===== src/rtl/mul_share_pkg.sv =====
// Shared widths, tag type and arbitration helper for mul_share_arb.
// Round-robin arbitration is enabled by defining MUL_SHARE_RR_EN.
package mul_share_pkg;

  localparam int MS_AW     = 53;
  localparam int MS_BW     = 27;
  localparam int MS_PW     = 80;
  localparam int MS_NREQ   = 2;
  localparam int MS_MAXREQ = 32;

  typedef struct packed {
    logic               valid;
    logic [MS_NREQ-1:0] id;
  } ms_tag_t;

  // First set bit of vec at or after start, wrapping within n entries.
  function automatic logic [MS_MAXREQ-1:0] onehot_first(
    input logic [MS_MAXREQ-1:0] vec,
    input int unsigned          start,
    input int unsigned          n
  );
    logic [MS_MAXREQ-1:0] res;
    logic [5:0]           idx;
    logic                 found;
    res   = '0;
    found = 1'b0;
    for (int unsigned i = 0; i < MS_MAXREQ; i++) begin
      if (i < n) begin
        idx = 6'(start) + 6'(i);
        if (idx >= 6'(n)) idx = idx - 6'(n);
        if (!found && vec[idx[4:0]]) begin
          res[idx[4:0]] = 1'b1;
          found         = 1'b1;
        end
      end
    end
    return res;
  endfunction

endpackage


===== src/rtl/mul_share_tagpipe.sv =====
// LAT-stage tag shift register following ops through the multiplier.
// Never stalls; async active-low reset drops all in-flight tags.
module mul_share_tagpipe
  import mul_share_pkg::*;
#(
  parameter int NREQ = MS_NREQ,
  parameter int LAT  = 3
) (
  input  logic            clk,
  input  logic            reset,
  input  logic            in_vld,
  input  logic [NREQ-1:0] in_id,
  output logic            out_vld,
  output logic [NREQ-1:0] out_id,
  output logic            busy
);

  logic [LAT-1:0]           vld;
  logic [LAT-1:0][NREQ-1:0] id;

  always_ff @(posedge clk or negedge reset) begin
    if (!reset) begin
      vld <= '0;
      id  <= '0;
    end else begin
      vld[0] <= in_vld;
      id[0]  <= in_id;
      for (int k = 1; k < LAT; k++) begin
        vld[k] <= vld[k-1];
        id[k]  <= id[k-1];
      end
    end
  end

  assign out_vld = vld[LAT-1];
  assign out_id  = id[LAT-1];
  assign busy    = |vld;

endmodule


===== src/rtl/mul_share_arb.sv =====
// Shares one pipelined multiplier between NREQ requesters.
// Define MUL_SHARE_RR_EN for round-robin, else fixed lowest-index priority.
module mul_share_arb
  import mul_share_pkg::*;
#(
  parameter int NREQ = MS_NREQ,
  parameter int AW   = MS_AW,
  parameter int BW   = MS_BW,
  parameter int PW   = MS_PW,
  parameter int LAT  = 3
) (
  input  logic                     clk,
  input  logic                     reset,
  input  logic [NREQ-1:0]          req_en,
  input  logic [NREQ-1:0][AW-1:0]  req_a,
  input  logic [NREQ-1:0][BW-1:0]  req_b,
  output logic [NREQ-1:0]          req_gnt,
  output logic [NREQ-1:0]          rsp_vld,
  output logic [PW-1:0]            rsp_out,
  output logic                     mul_en,
  output logic [AW-1:0]            mul_a,
  output logic [BW-1:0]            mul_b,
  input  logic [PW-1:0]            mul_out,
  output logic                     busy
);

  logic [NREQ-1:0] gnt_raw;
  logic            tag_vld;
  logic [NREQ-1:0] tag_id;

  generate
    if (NREQ == 1) begin : g_one
      assign gnt_raw = req_en;
    end else begin : g_arb
      localparam int PTRW = $clog2(NREQ);
      logic [PTRW-1:0] start;
`ifdef MUL_SHARE_RR_EN
      logic [PTRW-1:0] rr_ptr;
      logic [PTRW-1:0] w;

      always_comb begin
        w = '0;
        for (int i = 0; i < NREQ; i++)
          if (gnt_raw[i]) w = PTRW'(i);
      end

      always_ff @(posedge clk or negedge reset) begin
        if (!reset)
          rr_ptr <= '0;
        else if (|gnt_raw)
          rr_ptr <= (w == PTRW'(NREQ - 1)) ? '0 : w + PTRW'(1);
      end

      assign start = rr_ptr;
`else
      assign start = '0;
`endif
      assign gnt_raw = NREQ'(onehot_first(
        MS_MAXREQ'(req_en), 32'(start), NREQ));
    end
  endgenerate

  // Grants are suppressed while reset is held.
  assign req_gnt = gnt_raw & {NREQ{reset}};
  assign mul_en  = |req_gnt;

  always_comb begin
    mul_a = '0;
    mul_b = '0;
    for (int i = 0; i < NREQ; i++) begin
      if (req_gnt[i]) begin
        mul_a = req_a[i];
        mul_b = req_b[i];
      end
    end
  end

  mul_share_tagpipe #(
    .NREQ (NREQ),
    .LAT  (LAT)
  ) u_tagpipe (
    .clk     (clk),
    .reset   (reset),
    .in_vld  (mul_en),
    .in_id   (req_gnt),
    .out_vld (tag_vld),
    .out_id  (tag_id),
    .busy    (busy)
  );

  always_ff @(posedge clk or negedge reset) begin
    if (!reset) begin
      rsp_vld <= '0;
      rsp_out <= '0;
    end else begin
      rsp_vld <= tag_vld ? tag_id : '0;
      if (tag_vld) rsp_out <= mul_out;
    end
  end

endmodule


===== config.mk =====
export PLATFORM = sky130hd
export DESIGN_NAME = mul_share_arb
export DESIGN_NICKNAME = d
export VERILOG_FILES = /design/src/rtl/mul_share_pkg.sv /design/src/rtl/mul_share_tagpipe.sv /design/src/rtl/mul_share_arb.sv
export SDC_FILE = /design/constraint.sdc
export NUM_CORES = 1
export LEC_CHECK = 0
export BUFFER_PORTS_ARGS = -buffer_cell sky130_fd_sc_hd__buf_2
export CAP_MARGIN = 20
export CORE_AREA = 2 2 157 159
export CTS_CLUSTER_DIAMETER = 120
export CTS_CLUSTER_SIZE = 28
export DETAILED_ROUTE_END_ITERATION = 7
export DIE_AREA = 0 0 159 161
export GPL_TIMING_DRIVEN = 0
export RECOVER_POWER = 50
export SLEW_MARGIN = 20
export SYNTH_ARGS = -nofsm -noshare
export SYNTH_HDL_FRONTEND = slang
export SYNTH_SLANG_ARGS = --single-unit
export TNS_END_PERCENT = 1

===== constraint.sdc =====
create_clock -name clk -period 1.1 [get_ports clk]
set_input_delay 0.055 -clock clk [delete_from_list [all_inputs] [get_ports clk]]
set_output_delay 0.055 -clock clk [all_outputs]
set_load 0.01 [all_outputs]

==> flow_metrics.tcl <==
set metrics [dict create \
    synthToLayoutAreaGrowth_pct 91.20 \
    cts.sink_count 91 \
    finalClockSkew_ps 5.430 \
    cts.root.buffer_cell "clkbuf_16" \
    hp-class "primary input to register" \
    floorplan.core_area_mm2 0.02396 \
    post_route_cells_drive_above_1_share_pct 59.23 \
    relSlewSlack_pct 22.72 \
    clock_slew_seen_by_the_registers_of_the_worst_setup_and_hold_paths_ps 70 \
    floorplan.initialDensity_pct 17.98 \
    clkPwrFrac_pct 31.8 \
    post_synth_instance_area_mm2 0.004309 \
    placement.setup.worst_slack_ps -730.2 \
    cp.required_ps 1040 \
    switchingPower_mw 2.833 \
    fillers 2450 \
    ys_warn_count 0 \
    crit_path_cell_trace "buf_12 > or3_4 > buf_6" \
    layout.area.seq_mm2 0.002277 \
    layout.cells.most_common "buf_2" \
    dp_cells 1027 \
    tns_ps -27720 \
    insertion_delay_ps 330 \
    chipHeight_um 161 \
    ios 410 \
    cts_tree "done" \
    report.power.total_mw 9.832 \
    total_number_of_nets_in_the_final_design 1046 \
    grt_setup_unrepaired "yes" \
    drt-pass1-iter-count 4 \
    drt-vias-per-instance 4.254 \
    ys_ff_latch 91 \
    max-cap-violations 0 \
    design.die.area_mm2 0.02560 \
    drc_violations 0 \
    detail-route-antenna-nets 0 \
    power_per_cell_area_mw_per_mm2 1193 \
    seq_power_share_pct 40.0 \
    first_global_vias 5097 \
    p_int_mw 6.999 \
    slowest_cell_delay_on_critical_path_ps 410 \
    run_status "complete, but fails checks" \
    worstMarginPinSlew_ps 1159 \
    number_of_unique_standard_cell_types_used_by_synthesis 11 \
    route.vias.total 4820 \
    slowest_stage "dfrtp_1" \
    failed_checks "setup timing" \
    postLayoutSetupSlackWorst_ps -328.3 \
    detailedRoute.firstIterationViolations 185 \
    routedWlPerCell_um 19.15 \
    multi_input_area_mm2 0.001793 \
    mostFrequentLayoutCells "383 x buf_2, 91 x dfrtp_1, 82 x dlygate4sd3_1" \
    grt_max_degree 32 \
    synthesis.nets 538 \
    numCtsBuffers 9 \
    netSwitchingFraction_pct 28.81 \
    place.port_buffers 408 \
    p_leak_nw 4.167 \
    layout_worst_path_cycle_share_pct 129.8 \
    finalMaxSlewViolations 0 \
    gp_routability_congestion 0.8557 \
    worst_setup_path_start_kind "register" \
    grt_antenna_before_repair 4 \
    worstSetupPathType "register to output pin" \
    grt_first_pass_wirelength_mm 30.99 \
    critical_path.n_buffers_inverters 2 \
    placement_rows 57 \
    worst_hold_slack_ps 27.20 \
    critPathTopFamily "flip-flops" \
    max_freq_ghz 0.7002 \
    worst_path_fanout_max 2 \
    vdd.ir_drop.worst_mv 0.6136 \
    synth_sequential_area_ratio_pct 52.85 \
    overflow 0 \
    hold_viol 0 \
    dpl_wire_length_mm 16.47 \
    gr-usage-all-layers_pct 16.06 \
    share_comb_of_total_power_pct 28.2 \
    setup_violations 194 \
    htree_num_levels 3 \
    final_cells 1133 \
    cts-root-to-sink-buffers 2 \
    route.final.wire_length_mm 21.70 \
    setup.worst_path.end_class "output pin" \
    synthesis.instances 294 \
    avgSynthCellArea_um2 14.66 \
    worstPathArrival_ps 1370 \
    die_w_um 159 \
    period_minus_slack_ps 1428 \
]
==> timing repair <==
item | 4_1_cts | 5_1_grt
gates cloned | 3 | 0
hold endpoints to repair | 171 | 32
pin swaps | 13 | 11
hold buffers | 83 | 1
gates resized for setup | 58 | 22
buffers inserted | 1 | 0
setup endpoints to repair | 156 | 179
==> power groups by stage <==
| stage | Combinational [mW] | Sequential (mW) | Clock (mW) |
|---|---|---|---|
| global route | 2.98 | 3.99 | 3.38 |
| CTS | 2.77 | 3.92 | 3.25 |
| floorplan | 0.831 | 4.19 | 0 |
| detailed placement | 2.40 | 3.99 | 0 |
| global placement | 2.38 | 3.97 | 0 |
| finish | 2.77 | 3.94 | 3.12 |
==> logic make-up (layout without fill, tap and decap cells) <==
group / count (synthesis) / after routing / share of synthesized area (%)
and+or+nand+nor: 6 / 6 / 0.8712
other: 0 / 2 / 0
buffers and inverters: 36 / 549 / 6.620
DFF: 91 / 91 / 52.85
muxes: 80 / 80 / 20.91
AOI/OAI and AO/OA: 81 / 81 / 18.76
==> path summary, 6_finish.rpt <==
| kind | start | end | slack (ps) | depth (start not counted) |
|---|---|---|---|---|
| setup / recovery | u_tagpipe.vld[2] | busy | -330 | 3 |
| hold / removal | req_en[0] | u_tagpipe.vld[0] | 30 | 2 |
| setup reg to reg | u_tagpipe.vld[2] | rsp_out[57] | -260 | 4 |
| hold reg to reg | u_tagpipe.id[3] | u_tagpipe.out_id[1] | 350 | 0 |
| max in group asynchronous | reset | rsp_out[76] | -30 | 3 |
| min in group asynchronous | reset | rsp_vld[0] | 190 | 2 |
==> per-layer routing <==
| metal | global-route usage (%) | routed length [µm] | vias up |
|---|---|---|---|
| li1 | - | - | 2208 |
| met1 | 16.89 | 7868 | 2312 |
| met2 | 30.14 | 11550 | 276 |
| met3 | 5.290 | 1888 | 24 |
| met4 | 5.289 | 392 | 0 |
| met5 | 0 | 0 | - |
==> cell type report <==
type                       count  share of cell area [%]
sequential                    91                   27.64
tap                          324                   4.920
buffer                        36                   4.343
antenna                        2                 0.06074
timing repair buffer         497                   37.62
clock inverter                 7                  0.9263
clock buffer                   9                   2.733
multi-input combinational    167                   21.76
==> registers in the layout, summed over array words and instances, names as in the netlist <==
register          flops
u_tagpipe.id          4
rsp_vld               2
u_tagpipe.vld         3
u_tagpipe.out_id      2
rsp_out              80
==> cells in the mapped netlist, drive strengths merged <==
library cell	instances	area share, %
a32o	80	19
and2	4	0.58
buf	29	6.0
clkbuf	7	0.61
dfrtp	91	53
mux2	80	21
nor2b	1	0.15
o21a	1	0.17
or3	1	0.15
==> worst reg2reg max path, cell delays in order, from the launching register on <==
cell and delay [ps]:
dfrtp_1 400, buf_12 120, buf_6 170, buf_6 200, mux2_1 350
==> metrics by stage <==
stage	util, %	cell area (µm²)
2_1_floorplan	-	4309
3_3_place_gp	28.20	6756
3_5_place_dp	28.34	6790
4_1_cts	34.21	8198
5_1_grt	34.38	8239
6_report	34.38	8239
(Power assumes the default switching activity.)
